--- config.mk ---
export PLATFORM = sky130hd
export DESIGN_NAME = serial_comparator_5bits
export DESIGN_NICKNAME = d
export VERILOG_FILES = /design/src/rtl/serial_comparator_5bits.sv
export SDC_FILE = /design/constraint.sdc
export NUM_CORES = 1
export LEC_CHECK = 0
export ABC_CLOCK_PERIOD_IN_PS = 1700
export CORE_AREA = 2 2 39 41
export CTS_CLUSTER_DIAMETER = 60
export CTS_CLUSTER_SIZE = 14
export DETAILED_ROUTE_END_ITERATION = 12
export DIE_AREA = 0 0 41 43
export HOLD_SLACK_MARGIN = 0.05
export SETUP_SLACK_MARGIN = 0.4
export SLEW_MARGIN = 20
export SYNTH_ARGS = -nofsm -noshare
export SYNTH_HDL_FRONTEND = slang
export SYNTH_SLANG_ARGS = --single-unit
--- constraint.sdc ---
create_clock -name clk -period 1.7 [get_ports clk]
set_input_delay 0.17 -clock clk [delete_from_list [all_inputs] [get_ports clk]]
set_output_delay 0.17 -clock clk [all_outputs]
set_load 0.1 [all_outputs]
--- src/rtl/serial_comparator_5bits.sv ---
// Bit-serial comparator for two WIDTH-bit unsigned operands, MSB first.
// Define SERIAL_CMP_MAGNITUDE_EN to add gt/lt outputs; otherwise the block is equality-only.
module serial_comparator_5bits #(
    parameter int WIDTH = 5
) (
    input  logic clk,
    input  logic reset,
    input  logic start,
    input  logic bit_valid,
    input  logic a_bit,
    input  logic b_bit,
    output logic busy,
    output logic done,
    output logic eq,
    output logic gt,
    output logic lt
);

    localparam int CW = $clog2(WIDTH + 1);

    typedef enum logic [1:0] {
        IDLE  = 2'd0,
        SHIFT = 2'd1,
        DONE  = 2'd2
    } state_t;

    state_t        state;
    logic [CW-1:0] count;
    logic          decided;
    logic          decided_next;
    logic          last_pair;

`ifdef SERIAL_CMP_MAGNITUDE_EN
    logic a_gt;
    logic a_gt_next;
`endif

    // Decision tracking for the pair on the inputs: the first differing pair wins.
    always_comb begin
        decided_next = decided | (a_bit ^ b_bit);
        last_pair    = (count == CW'(WIDTH - 1));
`ifdef SERIAL_CMP_MAGNITUDE_EN
        if (decided) begin
            a_gt_next = a_gt;
        end else begin
            a_gt_next = a_bit;
        end
`endif
    end

    // Control FSM with registered busy/done and result outputs.
    always_ff @(posedge clk) begin
        if (reset) begin
            state   <= IDLE;
            count   <= '0;
            decided <= 1'b0;
            busy    <= 1'b0;
            done    <= 1'b0;
            eq      <= 1'b0;
`ifdef SERIAL_CMP_MAGNITUDE_EN
            a_gt    <= 1'b0;
            gt      <= 1'b0;
            lt      <= 1'b0;
`endif
        end else begin
            case (state)
                IDLE: begin
                    done <= 1'b0;
                    if (start) begin
                        state   <= SHIFT;
                        busy    <= 1'b1;
                        count   <= '0;
                        decided <= 1'b0;
                    end else begin
                        busy <= 1'b0;
                    end
                end
                SHIFT: begin
                    if (bit_valid) begin
                        count   <= count + CW'(1);
                        decided <= decided_next;
`ifdef SERIAL_CMP_MAGNITUDE_EN
                        a_gt    <= a_gt_next;
`endif
                        // Results land on the same edge that consumes the final pair,
                        // so they are already visible during the DONE cycle.
                        if (last_pair) begin
                            state <= DONE;
                            done  <= 1'b1;
                            eq    <= ~decided_next;
`ifdef SERIAL_CMP_MAGNITUDE_EN
                            gt    <= decided_next & a_gt_next;
                            lt    <= decided_next & ~a_gt_next;
`endif
                        end else begin
                            state <= SHIFT;
                        end
                    end else begin
                        state <= SHIFT;
                    end
                end
                DONE: begin
                    state <= IDLE;
                    busy  <= 1'b0;
                    done  <= 1'b0;
                end
                default: begin
                    state <= IDLE;
                    busy  <= 1'b0;
                    done  <= 1'b0;
                end
            endcase
        end
    end

`ifndef SERIAL_CMP_MAGNITUDE_EN
    assign gt = 1'b0;
    assign lt = 1'b0;
`endif

endmodule

### Word-level counts from Yosys, hierarchy flattened

Cells that the tools add are included.

| storage, ports and cells | value |
|---|---|
| input bits | 6 |
| bits in registers | 9 |
| output and inout bits | 5 |
| word-level logic and storage cells | 33 |

| cells by class | value |
|---|---|
| eq/ne operators | 4 |
| bitwise logic cells | 4 |
| multiplexer cells | 12 |
| reduce and logical (&&, ||, !) cells | 6 |
| add/subtract/negate cells | 1 |

Operators with widths:

| operator | number |
|---|---|
| 2-to-1 mux 2 bit | 3 |
| 2-to-1 mux 3 bit | 2 |
| one-hot mux 3 bit (2 select lines) | 1 |
| AND reduction 3 bit | 2 |
| inequality test 2 bit, second input constant | 2 |
| one-hot mux 1 bit (2 select lines) | 2 |
| one-hot mux 2 bit (2 select lines) | 1 |
| adder 3 x 1 -> 3 bit, second input constant | 1 |
| == test 3 bit, second input constant | 1 |
| 2-to-1 mux 1 bit | 3 |
| == test 2 x 1 -> 1 bit, second input constant | 1 |
| zero test 2 bit | 1 |
| inverter 1 bit | 2 |
| AND reduction 2 bit | 1 |
| nonzero test 2 bit | 1 |
| OR reduction 2 bit | 1 |
| OR 1 bit | 1 |
| XOR 1 bit | 1 |

### Logic depth before layout (Yosys ltp)

Gate-level depths: netlist (run 1).

| logic depth | value |
|---|---|
| depth in word-level cells | 4 |
| gate-level depth with buffers | 5 |
| gate-level depth less buffers | 5 |

### Least setup slack after synthesis (run 1)

Ideal clock, no wire load.

| path | value |
|---|---|
| kind | register to register |
| from | reg, netlist name eq |
| to | reg eq |
| stages on the path, launching flop included | 3 |
| data required time | 1630 ps |
| arrival time | 1261 ps |
| buffers on the path | 0 |
| period minus slack after synthesis | 1331 ps |
| library setup time | 70 ps |
| path slack | 369 ps |
| cell sequence | dfxtp_1 -> o21ai_0 -> a21oi_1 |

RTL lines:

| what | line | RTL |
|---|---|---|
| end signal, assigned | 90 | `eq <= ~decided_next;` |
| end, declared | 14 | `output logic eq,` |

### Worst setup path in the final report (run 1)

| path | value |
|---|---|
| from | reg count[0] |
| to | reg eq |

| between the ends | value |
|---|---|
| word-level cells in the longest chain between the ends | 2 |

Ends and longest elaborated chain:

| what | line | RTL |
|---|---|---|
| start, declared | 28 | `logic [CW-1:0] count;` |
| start signal, assigned | 80 | `count <= count + CW'(1);` |
| == test 3 bit | 41 | `last_pair = (count == CW'(WIDTH - 1));` |
| AND reduction 3 bit (no source line) | -- |  |

No other way between the ends.
A chain may end at the register's enable or synchronous reset.

==> impl_metrics.prom, run 1 <==
# TYPE chip_impl_metric gauge
chip_impl_info{name="run_status",value="finished clean"} 1
chip_impl_info{name="cp_top_family",value="simple AND/OR/NAND/NOR gates"} 1
chip_impl_metric{name="floorplan.initialDensity",unit="%"} 30.1
chip_impl_metric{name="hold_slack",unit="ns"} 0.462
chip_impl_metric{name="critPathMaxStageDelay",unit="ns"} 0.52
chip_impl_metric{name="yosys_register_bits",unit=""} 9
chip_impl_metric{name="power.internal",unit="mW"} 0.341
chip_impl_metric{name="syn_avg_cell_area",unit="um^2"} 8.86
chip_impl_metric{name="rows",unit=""} 14
chip_impl_metric{name="clock_power_share",unit="%"} 35.0
chip_impl_metric{name="dp_slack",unit="ns"} 0.105
chip_impl_metric{name="critPathArrivalTime",unit="ns"} 1.51
chip_impl_metric{name="nFillCells",unit=""} 147
chip_impl_metric{name="drv_slew",unit=""} 0
chip_impl_info{name="critical_path.slowest_cell",value="sky130_fd_sc_hd__or4b_4"} 1
chip_impl_metric{name="multi_input_comb_area",unit="um^2"} 234
chip_impl_metric{name="power_switching_share",unit="%"} 29.2
chip_impl_metric{name="num-nets-final",unit=""} 71
chip_impl_metric{name="postPlaceCellArea",unit="um^2"} 510
chip_impl_metric{name="cap_violations",unit=""} 0
chip_impl_metric{name="p_per_area",unit="nW/um^2"} 817
chip_impl_metric{name="power.net_switching",unit="mW"} 0.140
chip_impl_metric{name="dpl.cell_count",unit=""} 69
chip_impl_metric{name="vias",unit=""} 364
chip_impl_metric{name="dp_hpwl",unit="um"} 577
chip_impl_metric{name="ir_worst_vdd",unit="mV"} 0.312
chip_impl_info{name="worstSetupPathType",value="flop to flop"} 1
chip_impl_metric{name="antenna_found_initial",unit=""} 0
chip_impl_metric{name="timing.fmax",unit="MHz"} 764
chip_impl_metric{name="cts.hold.buffers_added",unit=""} 0
chip_impl_metric{name="drive_gt1_share",unit="%"} 33.9
chip_impl_metric{name="finish.cell_count_without_fillers",unit=""} 78
chip_impl_metric{name="avgRoutedWirePerCell",unit="um"} 11.2
chip_impl_metric{name="post_drt_via_cell_ratio",unit=""} 4.67
chip_impl_info{name="crit_path_start_kind",value="flop"} 1
chip_impl_metric{name="area_growth_syn_to_layout",unit="%"} 41.4
chip_impl_info{name="kind_of_capture_point_of_the_worst_setup_path",value="flop"} 1
chip_impl_metric{name="grt_max_degree",unit=""} 9
chip_impl_metric{name="worst-endpoint-required",unit="ns"} 1.90
chip_impl_metric{name="cts_num_sinks",unit=""} 9
chip_impl_metric{name="gr_util_all_layers",unit="%"} 13.3
chip_impl_metric{name="stdcell_area",unit="um^2"} 589
chip_impl_metric{name="final_antenna_net_count",unit=""} 0
chip_impl_metric{name="sequentialPowerShare",unit="%"} 46.7
chip_impl_metric{name="die_h",unit="um"} 43
chip_impl_metric{name="clock_latency",unit="ns"} 0.27
chip_impl_metric{name="cts_buffer_depth",unit=""} 2
chip_impl_metric{name="leakage",unit="nW"} 0.219
chip_impl_metric{name="grt_pass1_vias",unit=""} 327
chip_impl_info{name="timing.hold.worst.class",value="flop to flop"} 1
chip_impl_metric{name="timing.final.ws_setup",unit="ns"} 0.390
chip_impl_metric{name="final_core_util",unit="%"} 42.6
chip_impl_metric{name="count_of_pins_on_the_block_boundary",unit=""} 11
chip_impl_metric{name="clkSlewWorstSetupHoldPaths",unit="ns"} 0.06
chip_impl_metric{name="cts_buffers",unit=""} 3
chip_impl_metric{name="globalRoute.totalOverflow",unit=""} 0
chip_impl_metric{name="routabilityCongestion",unit=""} 0.739
chip_impl_metric{name="synthesized_netlist_cell_count",unit=""} 47
chip_impl_metric{name="fp.coreArea",unit="um^2"} 1380
chip_impl_info{name="cts_tree",value="yes"} 1
chip_impl_info{name="cts_root_buffer",value="sky130_fd_sc_hd__clkbuf_4"} 1
chip_impl_metric{name="power.combinational.fraction",unit="%"} 18.3
chip_impl_metric{name="sequential_element_share_of_the_synthesized_area",unit="%"} 43.2
chip_impl_info{name="unrepaired_setup_endpoints_after_global_routing",value="true"} 1
chip_impl_metric{name="die-area",unit="um^2"} 1760
chip_impl_metric{name="report.final.setup_viol",unit=""} 0
chip_impl_metric{name="finalClockSkew",unit="ns"} 0.00391
chip_impl_metric{name="final_period_minus_worst_setup_slack",unit="ns"} 1.31
chip_impl_metric{name="detailedRoute.firstIterationViolations",unit=""} 4
chip_impl_metric{name="synth.lib_cells_used.distinct",unit=""} 19
chip_impl_metric{name="floorplan.die.width",unit="um"} 41
chip_impl_metric{name="diodes",unit=""} 0
chip_impl_metric{name="mappedNetlistArea",unit="um^2"} 417
chip_impl_metric{name="layout.area.seq",unit="um^2"} 184
chip_impl_metric{name="critical_path.max_fanout",unit=""} 2
chip_impl_metric{name="drt-total-wl",unit="um"} 874
chip_impl_metric{name="drc",unit=""} 0
chip_impl_metric{name="grt_first_pass_wirelength",unit="um"} 1440
chip_impl_metric{name="final_tns_setup",unit="ns"} 0
chip_impl_metric{name="final_hold_viol_count",unit=""} 0
chip_impl_info{name="crit_path_cell_trace",value="inv_2 > ha_4 > nand3_4 > or4b_4 > a21oi_2"} 1
chip_impl_metric{name="yosys_warns",unit=""} 0
chip_impl_metric{name="power.total",unit="mW"} 0.481
chip_impl_metric{name="final_min_period_over_clock_period",unit="%"} 77.0
chip_impl_metric{name="cp.buffers_inverters",unit=""} 1
chip_impl_metric{name="cts_h_tree_lvls",unit=""} 1
chip_impl_metric{name="first_pass_iters",unit=""} 4
chip_impl_metric{name="portBuffers",unit=""} 8
[cell usage after synthesis, drive strengths merged]
cell    number  area (um^2)
a21o         1         7.51
a21oi        7         35.0
a31oi        1         6.26
and2b        1         8.76
buf          3         18.8
conb         1         3.75
dfxtp        9          180
ha           2         25.0
inv          4         15.0
mux2i        1         10.0
nand2b       2         12.5
nand3        1         10.0
nand4        2         12.5
nor3         4         20.0
o21ai        4         20.0
or3          2         12.5
or4b         1         10.0
xnor2        1         8.76
[cell families after synthesis]
kind of cell | count (synthesis) | share of synthesized area (%)
AO/OA/AOI/OAI | 13 | 16.5
AND/OR/NAND/NOR | 13 | 20.7
flip-flops | 9 | 43.2
buffers and inverters | 7 | 8.11
adder cells (fa/ha/maj) | 2 | 6.01
other | 1 | 0.900
XOR/XNOR | 1 | 2.10
multiplexers | 1 | 2.40
[final cells by class]
cell class	count	area share (%)
repair buffers	13	18.7
well taps	16	3.40
flip-flops and latches	9	31.2
clock buffers	4	4.46
inverters	4	2.55
multi-input cells	32	39.7
[power by group through the flow]
stage | logic (mW) | clock network (mW) | registers [mW]
after global placement | 0.0798 | 0 | 0.230
after floorplan | 0.0497 | 0 | 0.240
after CTS | 0.0873 | 0.175 | 0.224
final | 0.0880 | 0.168 | 0.225
after global routing | 0.0946 | 0.185 | 0.225
after detailed placement | 0.0800 | 0 | 0.229
[worst paths after layout]
kind,start,to,slack [ns],depth (start not counted)
max reg2reg,count[0],eq,0.39,5
max,count[0],eq,0.39,5
min reg2reg,decided,decided,0.46,2
min,decided,decided,0.46,2
[worst min-delay path, cell delays in order, from the launching register on]
cell                      delay, ns
sky130_fd_sc_hd__dfxtp_1       0.31
sky130_fd_sc_hd__inv_1         0.05
sky130_fd_sc_hd__a21oi_1       0.05
[registers in the layout, summed over array words and instances (netlist names)]
register / cells
count: 3
state: 2
busy: 1
decided: 1
done: 1
eq: 1
[placed cells by master (no fill, tap or decap), types with 3 or more instances in the layout]
| master | count |
|---|---|
| sky130_fd_sc_hd__clkbuf_4 | 3 |
| sky130_fd_sc_hd__buf_4 | 8 |
| sky130_fd_sc_hd__clkdlybuf4s50_1 | 5 |
| sky130_fd_sc_hd__a21oi_1 | 6 |
| sky130_fd_sc_hd__dfxtp_1 | 6 |
| sky130_fd_sc_hd__o21ai_0 | 4 |
| sky130_fd_sc_hd__nor3_1 | 4 |
| sky130_fd_sc_hd__dfxtp_2 | 3 |
[timing repair]
action,in CTS,in global routing
setup endpoints to repair,1,3
pin swaps,3,2
setup buffers,4,1
gates resized for setup,1,2
[metal layers]
metal | routed length, um | GRT usage (%) | share of wire (%) | up-vias
li1 | - | - | - | 192
met3 | 51 | 6.28 | 5.8 | 5
met1 | 438 | 17.9 | 50 | 158
met5 | 0 | 0 | 0 | -
met4 | 42 | 14.0 | 4.8 | 0
met2 | 341 | 13.8 | 39 | 9
Power figures use the tool's default switching activity.
==> inputs of run 2 (changes only) <==
--- a/config.mk
+++ b/config.mk
@@ -5,7 +5,7 @@
 export SDC_FILE = /design/constraint.sdc
 export NUM_CORES = 1
 export LEC_CHECK = 0
-export ABC_CLOCK_PERIOD_IN_PS = 1700
+export ABC_CLOCK_PERIOD_IN_PS = 1200
 export CORE_AREA = 2 2 39 41
 export CTS_CLUSTER_DIAMETER = 60
 export CTS_CLUSTER_SIZE = 14
==> constraint.sdc (replaced) <==
create_clock -name clk -period 1.2 [get_ports clk]
set_input_delay 0.12 -clock clk [delete_from_list [all_inputs] [get_ports clk]]
set_output_delay 0.12 -clock clk [all_outputs]
set_load 0.1 [all_outputs]
==> impl_metrics.prom, run 2 (synthesis results as in run 1) <==
# TYPE chip_impl_metric gauge
chip_impl_info{name="run_status",value="finished, violations left"} 1
chip_impl_info{name="failing_checks",value="negative setup slack"} 1
chip_impl_metric{name="drive_gt1_share",unit="%"} 62.7
chip_impl_metric{name="die-area",unit="um^2"} 1760
chip_impl_info{name="unrepaired_setup_endpoints_after_global_routing",value="true"} 1
chip_impl_info{name="kind_of_capture_point_of_the_worst_setup_path",value="flop"} 1
chip_impl_metric{name="fp.coreArea",unit="um^2"} 1380
chip_impl_metric{name="first_pass_iters",unit=""} 3
chip_impl_metric{name="timing.final.ws_setup",unit="ns"} -0.0681
chip_impl_metric{name="sequentialPowerShare",unit="%"} 43.6
chip_impl_metric{name="p_per_area",unit="nW/um^2"} 889
chip_impl_info{name="leading_cell_type_in_the_layout_fill_and_taps_excluded",value="sky130_fd_sc_hd__buf_4"} 1
chip_impl_metric{name="rows",unit=""} 14
chip_impl_info{name="cts_root_buffer",value="sky130_fd_sc_hd__clkbuf_4"} 1
chip_impl_info{name="critical_path.slowest_cell",value="sky130_fd_sc_hd__or4b_4"} 1
chip_impl_metric{name="diodes",unit=""} 0
chip_impl_metric{name="flip_flop_count_of_the_largest_register_all_copies_and_words_added",unit=""} 3
chip_impl_metric{name="finish.cell_count_without_fillers",unit=""} 91
chip_impl_metric{name="gr_util_all_layers",unit="%"} 14.7
chip_impl_metric{name="power_switching_share",unit="%"} 29.1
chip_impl_metric{name="die_h",unit="um"} 43
chip_impl_metric{name="final_hold_viol_count",unit=""} 0
chip_impl_metric{name="grt_first_pass_wirelength",unit="um"} 1730
chip_impl_metric{name="antenna_found_initial",unit=""} 0
chip_impl_metric{name="count_of_pins_on_the_block_boundary",unit=""} 11
chip_impl_metric{name="grt_max_degree",unit=""} 7
chip_impl_metric{name="final_min_period_over_clock_period",unit="%"} 106
chip_impl_metric{name="dp_hpwl",unit="um"} 683
chip_impl_metric{name="detailedRoute.firstIterationViolations",unit=""} 6
chip_impl_metric{name="power.net_switching",unit="mW"} 0.212
chip_impl_metric{name="floorplan.initialDensity",unit="%"} 30.1
chip_impl_metric{name="power.combinational.fraction",unit="%"} 24.7
chip_impl_metric{name="floorplan.die.width",unit="um"} 41
chip_impl_info{name="largest_registers",value="count x3, state x2"} 1
chip_impl_metric{name="hold_slack",unit="ns"} 0.456
chip_impl_metric{name="clock_power_share",unit="%"} 31.6
chip_impl_metric{name="power.internal",unit="mW"} 0.517
chip_impl_info{name="final_cell_mix",value="15 x sky130_fd_sc_hd__buf_4, 5 x sky130_fd_sc_hd__clkdlybuf4s50_1, 4 x sky130_fd_sc_hd__a21oi_1, 4 x sky130_fd_sc_hd__dfxtp_2"} 1
chip_impl_metric{name="drc",unit=""} 0
chip_impl_metric{name="final_tns_setup",unit="ns"} -0.103
chip_impl_metric{name="critPathArrivalTime",unit="ns"} 1.46
chip_impl_metric{name="final_period_minus_worst_setup_slack",unit="ns"} 1.27
chip_impl_metric{name="clkSlewWorstSetupHoldPaths",unit="ns"} 0.06
chip_impl_info{name="crit_path_start_kind",value="flop"} 1
chip_impl_metric{name="final_antenna_net_count",unit=""} 0
chip_impl_metric{name="dpl.cell_count",unit=""} 79
chip_impl_metric{name="portBuffers",unit=""} 8
chip_impl_metric{name="final_core_util",unit="%"} 59.2
chip_impl_metric{name="routabilityCongestion",unit=""} 0.733
chip_impl_metric{name="cts_buffer_depth",unit=""} 2
chip_impl_metric{name="area_growth_syn_to_layout",unit="%"} 96.7
chip_impl_metric{name="num-nets-final",unit=""} 84
chip_impl_metric{name="clock_latency",unit="ns"} 0.26
chip_impl_info{name="crit_path_cell_trace",value="inv_2 > ha_4 > nand3_2 > or4b_4 > a21oi_2"} 1
chip_impl_metric{name="cap_violations",unit=""} 0
chip_impl_metric{name="report.final.setup_viol",unit=""} 2
chip_impl_metric{name="cts_buffers",unit=""} 3
chip_impl_metric{name="finalClockSkew",unit="ns"} 0.00141
chip_impl_metric{name="grt_pass1_vias",unit=""} 410
chip_impl_metric{name="ir_worst_vdd",unit="mV"} 0.440
chip_impl_metric{name="leakage",unit="nW"} 0.309
chip_impl_metric{name="drv_slew",unit=""} 0
chip_impl_metric{name="drt-total-wl",unit="um"} 1100
chip_impl_metric{name="cts_h_tree_lvls",unit=""} 1
chip_impl_metric{name="cts_num_sinks",unit=""} 9
chip_impl_info{name="cts_tree",value="yes"} 1
chip_impl_info{name="largest-register",value="count"} 1
chip_impl_info{name="worstSetupPathType",value="flop to flop"} 1
chip_impl_metric{name="critPathMaxStageDelay",unit="ns"} 0.49
chip_impl_metric{name="globalRoute.totalOverflow",unit=""} 0
chip_impl_metric{name="vias",unit=""} 432
chip_impl_metric{name="avgRoutedWirePerCell",unit="um"} 12.1
chip_impl_info{name="timing.hold.worst.class",value="flop to flop"} 1
chip_impl_metric{name="critical_path.max_fanout",unit=""} 2
chip_impl_metric{name="timing.fmax",unit="MHz"} 789
chip_impl_metric{name="worst-endpoint-required",unit="ns"} 1.39
chip_impl_metric{name="post_drt_via_cell_ratio",unit=""} 4.75
## run 2: final timing paths
| path | from | end | slack [ns] | depth (start not counted) |
|---|---|---|---|---|
| worst min-delay path | decided | decided | 0.46 | 2 |
| worst max register to register | count[1] | eq | -0.07 | 5 |
| worst max-delay path | count[1] | eq | -0.07 | 5 |
| worst min register to register | decided | decided | 0.46 | 2 |
## run 2: per-stage QoR
step	cell area (um^2)	setup slack (ns)	power, mW
final	820	-0.0681	0.729
after CTS	779	-0.101	0.730
after floorplan	455	-0.0704	0.413
after detailed placement	642	-0.219	0.464
after global routing	820	-0.105	0.766
after global placement	642	-0.196	0.463
## run 2: per-layer routing
metal	wire length (um)	track usage (%)
met5	0	0
met4	6	9.33
met1	451	18.4
met3	27	4.71
met2	616	20.6
## run 2: area by class of cell
class	instances	area [um^2]
clock buffer	4	26.3
fill	117	564
inverter	4	15.0
multi-input combinational	32	305
sequential	9	196
tap	16	20.0
timing repair buffer	26	256
## run 2: power groups by stage
stage | registers (mW) | logic (mW) | clock network [mW]
after floorplan | 0.339 | 0.0737 | 0
after global placement | 0.324 | 0.139 | 0
after detailed placement | 0.324 | 0.140 | 0
after CTS | 0.317 | 0.173 | 0.240
after global routing | 0.319 | 0.191 | 0.256
final | 0.318 | 0.180 | 0.230
## run 2: what timing repair did
action                                  CTS  global route
pin swaps                                 8             7
resized for setup                        12             5
buffers inserted                          6             2
hold buffers                              0             0
endpoints found under the setup margin   12            12
## run 2: critical path: cells and delay by family, from the launching register on
kind,cells,cell delay [ns]
flip-flops,1,0.32
AO/OA/AOI/OAI,1,0.12
AND/OR/NAND/NOR,2,0.56
buffers and inverters,1,0.06
adder cells (fa/ha/maj),1,0.14
